[src/rtl/johnson_phase_sched_pkg.sv]
// johnson_phase_sched_pkg
//   Shared types and helpers for the Johnson phase scheduler.
//   - state_t      : scheduler FSM states (IDLE, RUN, DONE)
//   - johnson_next : one Johnson step {~q[0], q[W-1:1]} for widths up to 32
package johnson_phase_sched_pkg;

  typedef enum logic [1:0] {
    IDLE = 2'd0,
    RUN  = 2'd1,
    DONE = 2'd2
  } state_t;

  // Operates on a 32-bit container so one function serves every WIDTH;
  // bits at and above 'width' in 'cur' are expected to be zero.
  function automatic logic [31:0] johnson_next(input logic [31:0] cur,
                                               input int unsigned width);
    logic [31:0] mask;
    logic [31:0] msb;
    mask = (width >= 32) ? '1 : ((32'd1 << width) - 32'd1);
    msb  = {31'd0, ~cur[0]} << (width - 1);
    return ((cur >> 1) | msb) & mask;
  endfunction

endpackage

[src/rtl/johnson_phase_sched_if.sv]
// johnson_phase_sched_if
//   Request/grant/phase bundle between requesters (master) and the
//   scheduler (slave).
//   req[NREQ], len[NREQ*LEN_W]        : requester -> scheduler
//   grant, phase, phase_valid, busy,
//   done, done_id, aborted            : scheduler -> requester
//   Optional: JOHNSON_PHASE_SCHED_HOLD_EN adds 'hold' (requester -> scheduler).
interface johnson_phase_sched_if #(
  parameter int unsigned NREQ  = 4,
  parameter int unsigned WIDTH = 4,
  parameter int unsigned LEN_W = 8
);
  localparam int unsigned ID_W = $clog2(NREQ);

  logic [NREQ-1:0]       req;
  logic [NREQ*LEN_W-1:0] len;
  logic [NREQ-1:0]       grant;
  logic [WIDTH-1:0]      phase;
  logic                  phase_valid;
  logic                  busy;
  logic                  done;
  logic [ID_W-1:0]       done_id;
  logic                  aborted;
`ifdef JOHNSON_PHASE_SCHED_HOLD_EN
  logic                  hold;

  modport master (
    output req, len, hold,
    input  grant, phase, phase_valid, busy, done, done_id, aborted
  );

  modport slave (
    input  req, len, hold,
    output grant, phase, phase_valid, busy, done, done_id, aborted
  );
`else
  modport master (
    output req, len,
    input  grant, phase, phase_valid, busy, done, done_id, aborted
  );

  modport slave (
    input  req, len,
    output grant, phase, phase_valid, busy, done, done_id, aborted
  );
`endif

endinterface

[src/rtl/johnson_phase_sched_gen.sv]
// johnson_phase_gen
//   WIDTH-bit Johnson counter. clear has priority and loads zero;
//   enable advances one step per clock.
//   clk, rst (async, active-high), clear, enable -> phase[WIDTH]
module johnson_phase_gen
  import johnson_phase_sched_pkg::*;
#(
  parameter int unsigned WIDTH = 4
) (
  input  logic             clk,
  input  logic             rst,
  input  logic             clear,
  input  logic             enable,
  output logic [WIDTH-1:0] phase
);

  logic [WIDTH-1:0] phase_q;
  logic [WIDTH-1:0] phase_d;

  always_comb begin
    phase_d = phase_q;
    if (clear) begin
      phase_d = '0;
    end else if (enable) begin
      phase_d = WIDTH'(johnson_next(32'(phase_q), WIDTH));
    end
  end

  always_ff @(posedge clk or posedge rst) begin
    if (rst) begin
      phase_q <= '0;
    end else begin
      phase_q <= phase_d;
    end
  end

  assign phase = phase_q;

endmodule

[src/rtl/johnson_phase_sched.sv]
// johnson_phase_sched
//   Round-robin scheduler sharing one Johnson phase generator among NREQ
//   requesters. A winner gets a burst of len[winner] phases, one per cycle,
//   then done pulses for one cycle and arbitration resumes.
//   Ports: clk, rst (async, active-high), bus (johnson_phase_sched_if.slave)
//   Optional: define JOHNSON_PHASE_SCHED_HOLD_EN to enable bus.hold, which
//   freezes phase and remaining count during RUN (phase_valid drops).
module johnson_phase_sched
  import johnson_phase_sched_pkg::*;
#(
  parameter int unsigned NREQ  = 4,
  parameter int unsigned WIDTH = 4,
  parameter int unsigned LEN_W = 8
) (
  input  logic                  clk,
  input  logic                  rst,
  johnson_phase_sched_if.slave  bus
);

  localparam int unsigned ID_W = $clog2(NREQ);

  state_t            state_q, state_d;
  logic [NREQ-1:0]   grant_q, grant_d;
  logic [ID_W-1:0]   owner_q, owner_d;
  logic [ID_W-1:0]   last_owner_q, last_owner_d;
  logic [LEN_W-1:0]  rem_q, rem_d;
  logic              pv_q, pv_d;
  logic              done_q, done_d;
  logic [ID_W-1:0]   done_id_q, done_id_d;
  logic              aborted_q, aborted_d;

  logic              gen_clear;
  logic              gen_en;
  logic [WIDTH-1:0]  gen_phase;

  logic [ID_W-1:0]   winner;
  logic [ID_W-1:0]   cand;
  logic              found;
  logic [LEN_W-1:0]  len_arr [NREQ];
  logic [LEN_W-1:0]  win_len;
  logic              hold_in;

`ifdef JOHNSON_PHASE_SCHED_HOLD_EN
  assign hold_in = bus.hold;
`else
  assign hold_in = 1'b0;
`endif

  for (genvar g = 0; g < NREQ; g++) begin : g_len
    assign len_arr[g] = bus.len[g*LEN_W +: LEN_W];
  end

  // Search starts one past the previous owner so every requester gets a turn.
  always_comb begin
    winner = '0;
    cand   = '0;
    found  = 1'b0;
    for (int unsigned k = 1; k <= NREQ; k++) begin
      cand = ID_W'((32'(last_owner_q) + k) % NREQ);
      if (!found && bus.req[cand]) begin
        found  = 1'b1;
        winner = cand;
      end
    end
  end

  assign win_len = len_arr[winner];

  always_comb begin
    state_d      = state_q;
    grant_d      = grant_q;
    owner_d      = owner_q;
    last_owner_d = last_owner_q;
    rem_d        = rem_q;
    pv_d         = 1'b0;
    done_d       = 1'b0;
    done_id_d    = done_id_q;
    aborted_d    = 1'b0;
    gen_clear    = 1'b0;
    gen_en       = 1'b0;

    unique case (state_q)
      IDLE: begin
        if (found) begin
          owner_d   = winner;
          rem_d     = win_len;
          gen_clear = 1'b1;
          if (win_len == '0) begin
            // Empty burst: straight to DONE, never presents a phase.
            state_d   = DONE;
            grant_d   = '0;
            done_d    = 1'b1;
            done_id_d = winner;
          end else begin
            state_d = RUN;
            grant_d = NREQ'(1) << winner;
            pv_d    = 1'b1;
          end
        end
      end

      RUN: begin
        // Outputs are registered, so DONE-state values are loaded on entry.
        if (!bus.req[owner_q]) begin
          state_d   = DONE;
          grant_d   = '0;
          done_d    = 1'b1;
          done_id_d = owner_q;
          aborted_d = 1'b1;
        end else if (hold_in) begin
          pv_d = 1'b0;
        end else if (rem_q == LEN_W'(1)) begin
          state_d   = DONE;
          grant_d   = '0;
          done_d    = 1'b1;
          done_id_d = owner_q;
        end else begin
          gen_en = 1'b1;
          rem_d  = rem_q - LEN_W'(1);
          pv_d   = 1'b1;
        end
      end

      DONE: begin
        state_d      = IDLE;
        last_owner_d = owner_q;
      end

      default: begin
        state_d = IDLE;
        grant_d = '0;
      end
    endcase
  end

  always_ff @(posedge clk or posedge rst) begin
    if (rst) begin
      state_q      <= IDLE;
      grant_q      <= '0;
      owner_q      <= '0;
      last_owner_q <= ID_W'(NREQ - 1);
      rem_q        <= '0;
      pv_q         <= 1'b0;
      done_q       <= 1'b0;
      done_id_q    <= '0;
      aborted_q    <= 1'b0;
    end else begin
      state_q      <= state_d;
      grant_q      <= grant_d;
      owner_q      <= owner_d;
      last_owner_q <= last_owner_d;
      rem_q        <= rem_d;
      pv_q         <= pv_d;
      done_q       <= done_d;
      done_id_q    <= done_id_d;
      aborted_q    <= aborted_d;
    end
  end

  johnson_phase_gen #(
    .WIDTH (WIDTH)
  ) u_gen (
    .clk    (clk),
    .rst    (rst),
    .clear  (gen_clear),
    .enable (gen_en),
    .phase  (gen_phase)
  );

  assign bus.grant       = grant_q;
  assign bus.phase       = gen_phase;
  assign bus.phase_valid = pv_q;
  assign bus.busy        = (state_q != IDLE);
  assign bus.done        = done_q;
  assign bus.done_id     = done_id_q;
  assign bus.aborted     = aborted_q;

endmodule

[src/flat_wrapper.sv]
// flat-port wrapper written by rule: the top's interface ports become plain ports
module johnson_phase_sched_flat import johnson_phase_sched_pkg::*;
#(
  parameter int unsigned NREQ  = 4,
  parameter int unsigned WIDTH = 4,
  parameter int unsigned LEN_W = 8
)
  (clk, rst, bus_req, bus_len, bus_grant, bus_phase, bus_phase_valid, bus_busy, bus_done, bus_done_id, bus_aborted);
  johnson_phase_sched_if #(.NREQ(NREQ), .WIDTH(WIDTH), .LEN_W(LEN_W)) bus_i ();
  input  logic clk;
  input  logic rst;
  input wire logic [$bits(bus_i.req)-1:0] bus_req;
  input wire logic [$bits(bus_i.len)-1:0] bus_len;
  output wire logic [$bits(bus_i.grant)-1:0] bus_grant;
  output wire logic [$bits(bus_i.phase)-1:0] bus_phase;
  output wire logic [$bits(bus_i.phase_valid)-1:0] bus_phase_valid;
  output wire logic [$bits(bus_i.busy)-1:0] bus_busy;
  output wire logic [$bits(bus_i.done)-1:0] bus_done;
  output wire logic [$bits(bus_i.done_id)-1:0] bus_done_id;
  output wire logic [$bits(bus_i.aborted)-1:0] bus_aborted;
  assign bus_i.req = bus_req;
  assign bus_i.len = bus_len;
  assign bus_grant = bus_i.grant;
  assign bus_phase = bus_i.phase;
  assign bus_phase_valid = bus_i.phase_valid;
  assign bus_busy = bus_i.busy;
  assign bus_done = bus_i.done;
  assign bus_done_id = bus_i.done_id;
  assign bus_aborted = bus_i.aborted;
  johnson_phase_sched #(.NREQ(NREQ), .WIDTH(WIDTH), .LEN_W(LEN_W)) u_core (.clk(clk), .rst(rst), .bus(bus_i));
endmodule
[config.mk]
export PLATFORM = sky130hd
export DESIGN_NAME = johnson_phase_sched_flat
export DESIGN_NICKNAME = d
export VERILOG_FILES = /design/src/rtl/johnson_phase_sched_pkg.sv /design/src/rtl/johnson_phase_sched_if.sv /design/src/rtl/johnson_phase_sched_gen.sv /design/src/rtl/johnson_phase_sched.sv /design/src/flat_wrapper.sv
export SDC_FILE = /design/constraint.sdc
export NUM_CORES = 1
export LEC_CHECK = 0
export ABC_CLOCK_PERIOD_IN_PS = 2050
export CAP_MARGIN = 20
export CORE_MARGIN = 10
export CORE_UTILIZATION = 43
export CTS_CLUSTER_SIZE = 14
export DETAILED_ROUTE_END_ITERATION = 7
export PLACE_DENSITY = 0.79
export SYNTH_ARGS = -nofsm -noshare
export SYNTH_HDL_FRONTEND = slang
export SYNTH_SLANG_ARGS = --single-unit
[constraint.sdc]
create_clock -name clk -period 2.05 [get_ports clk]
set_input_delay 0.41 -clock clk [delete_from_list [all_inputs] [get_ports clk]]
set_output_delay 0.41 -clock clk [all_outputs]
set_load 0.03 [all_outputs]
==> results <==
==> tightest hold or removal path, delay by kind of cell <==
kind | cells | cell delay, ns
buffers and inverters | 3 | 0.75
==> logic make-up after synthesis <==
group,after synthesis,synth area share [%]
AO/OA/AOI/OAI,88,33.5
AND/OR/NAND/NOR,57,15.8
flip-flops,27,38.0
buffers and inverters,16,6.59
multiplexers,6,4.77
adder cells (fa/ha/maj),2,1.40
==> layout by cell type (no fill, tap or decap), types with 4 or more instances in the layout <==
cell type,count
a22o_1,9
o21ai_0,12
clkdlybuf4s50_1,46
inv_1,5
o21ai_1,14
a21oi_1,7
nand3_1,8
nor2_1,8
a31oi_4,14
nand2b_1,4
nand2_1,21
dfrtp_1,25
o21ai_2,7
buf_6,5
buf_4,44
==> area by class of cell <==
class                   count  share of cell area (%)
repair buffers            104                    30.6
inverters                   6                   0.705
well taps                  50                    1.96
clock buffers               4                    1.41
multi-input cells         155                    44.1
flip-flops and latches     27                    21.2
==> registers in the layout (all words and copies together), names as in the netlist <==
name / flops
u_core.bus.grant: 4
u_core.bus.phase_valid: 1
u_core.owner_q: 2
u_core.last_owner_q: 2
u_core.bus.aborted: 1
u_core.rem_q: 8
u_core.bus.done_id: 2
u_core.bus.done: 1
u_core.state_q: 2
u_core.u_gen.phase: 4
==> where the power goes <==
part / switching (mW) / internal [mW] / leakage [nW]
sequential: 0.211 / 0.783 / 0.337
clock: 0.173 / 0.140 / 0.0228
combinational: 2.07 / 1.79 / 0.913
==> worst max-delay path by stage <==
stage | end | slack, ns | depth (start not counted)
floorplan | u_core.bus.done_id[0] | -0.20 | 10
CTS | u_core.bus.done_id[0] | -0.33 | 10
finish | u_core.bus.done_id[0] | -0.60 | 9
global route | u_core.bus.done_id[1] | -0.65 | 10
global placement | u_core.bus.done_id[1] | -0.64 | 11
detailed placement | u_core.bus.done_id[0] | -0.72 | 10
==> routing by layer <==
layer	vias to the layer above	track usage [%]
li1	942	-
met1	1090	18.7
met2	222	27.6
met3	51	4.83
met4	0	8.38
met5	-	0
==> timing repair <==
item	4_1_cts	5_1_grt
hold buffers	0	0
gates resized for setup	46	52
endpoints found under the hold margin	0	0
pin swaps	5	30
buffers inserted	9	6
cloned	3	1
setup endpoints to repair	22	19
==> flow_metrics.py <==
metrics = {
    "run_status": {
        "outcome": "finished, violations left",
        "violations": "negative setup slack",
    },
    "cts": {
        "cts_root_buffer": "clkbuf_8",
        "clk-insertion-delay-late_ns": 0.28,
        "clock-sinks": 27,
        "cts_tree": "built",
        "h-tree-depth": 1,
        "clk_pin_slew_ns": 0.09,
        "ctsLongestPathBuffers": 2,
        "numCtsBuffers": 3,
    },
    "sta": {
        "finalMaxSlewViolations": 0,
        "clock.fmax_mhz": 377,
        "min_period_over_period_pct": 129,
        "hold_viol": 0,
        "finalSetupTns_ns": -5.54,
        "fin_skew_ns": 0.00265,
        "fin_ws_ns": -0.603,
        "finalSetupViolCount": 18,
        "min_period_ns": 2.65,
        "holdWs_ns": 0.478,
        "rsz0062_at_grt": "true",
        "max_slew_margin_pct": 57.7,
        "tightest_slew_ns": 0.630,
    },
    "worst_setup_path": {
        "required_ns": 2.22,
        "cp.buffers_inverters": 1,
        "crit_chain": "buf_4 -> nand3b_1 -> a31o_4 -> a31oi_1 -> a22o_4 -> nand4_4 -> nor2_4 -> o21a_4 -> mux2_4",
        "crit_path_top_delay_cell": "dfstp_2",
        "crit_path_end_kind": "flop",
        "worst-setup-path-type": "reg -> reg",
        "crit_fanout": 10,
        "critPathLaunchType": "flop",
        "crit_family": "compound AO/OA/AOI/OAI gates",
        "reg2reg_slack_ns": -0.60,
        "slowest_delay_ns": 0.62,
        "reg2regPathDepth": 9,
        "worstSetupStartpoint": "u_core.last_owner_q[1]",
        "cp_data_arrival_time_ns": 2.82,
        "r2r-end": "u_core.bus.done_id[0]",
        "r2r_start": "u_core.last_owner_q[1]",
    },
    "detailed_routing": {
        "wl_per_cell_um": 24.7,
        "met3WireLength_mm": 1.00,
        "drt_iter0_markers": 292,
        "first_pass_iters": 5,
        "routedLengthMet1_mm": 3.03,
        "highest_layer": "met4",
        "drt_wl_total_mm": 8.55,
        "viasPerCell": 6.66,
        "dr_total_vias": 2305,
        "met2_length_mm": 3.98,
        "drc_errors": 0,
        "ant_nets": 0,
    },
    "placement": {
        "gp_congestion": 0.916,
        "dp_cells": 325,
        "dp_slack_ns": -0.715,
        "io_buffers": 51,
        "place_area_um2": 2570,
        "dpl.hpwl_mm": 4.09,
    },
    "layout": {
        "multi_input_area_um2": 1410,
        "fin_util_pct": 79.9,
        "regArea_um2": 678,
        "layout-drive-gt1-share_pct": 40.9,
        "n_fill_cell": 207,
        "nNetsFinal": 337,
        "n_antenna_cell": 0,
        "fin_area_um2": 3190,
        "instances_no_fill": 346,
        "areaGrowthSynthToFinish_pct": 79.0,
    },
    "die": {
        "rows": 23,
        "core-area_um2": 4000,
        "die_h_um": 84.4,
        "die_w_um": 84.4,
        "die-area_um2": 7130,
        "io-pin-count": 52,
        "initial_utilization_pct": 44.6,
    },
    "logic_synthesis": {
        "synth_edf_count": 0,
        "ys.flop_type": "dfrtp_1",
        "synthArstFlopShare_pct": 100,
        "synth_most_common_cell": "o21ai_0",
        "synth_top_cells_by_count": "o21ai_0 (26), dfrtp_1 (25), nand2_1 (21)",
        "synth_top_area_cell": "dfrtp_1",
        "synth_area_leaders": "dfrtp_1 (35%), o21ai_0 (7.3%), a31oi_1 (6.0%)",
        "mappedNetlistArea_um2": 1780,
        "synth.avg_cell_area_um2": 9.10,
        "synth_warnings": 0,
        "synth_top_area_share_pct": 35.1,
        "yosys_register_bits": 27,
        "syn-num-nets": 236,
        "yosys.cell_types.count": 47,
        "seq_area_frac_synth_pct": 38.0,
        "syn_inst": 196,
    },
    "power": {
        "powerDensity_nw_per_um2": 1620,
        "power_mw": 5.17,
        "irDropWorstVdd_uv": 1250,
        "p_leak_nw": 1.27,
    },
    "grt": {
        "grt_pass1_wl_mm": 10.2,
        "grt_max_degree": 28,
        "grt.overflow.total": 0,
        "track_usage_pct": 16.5,
        "antenna_found_initial": 0,
        "grt_pass1_vias": 2197,
    },
    "hold_path": {
        "min_path_type": "in -> async",
    },
    "job": {
        "maxCapViolCount": 0,
    },
}
Power figures use the tool's default switching activity.
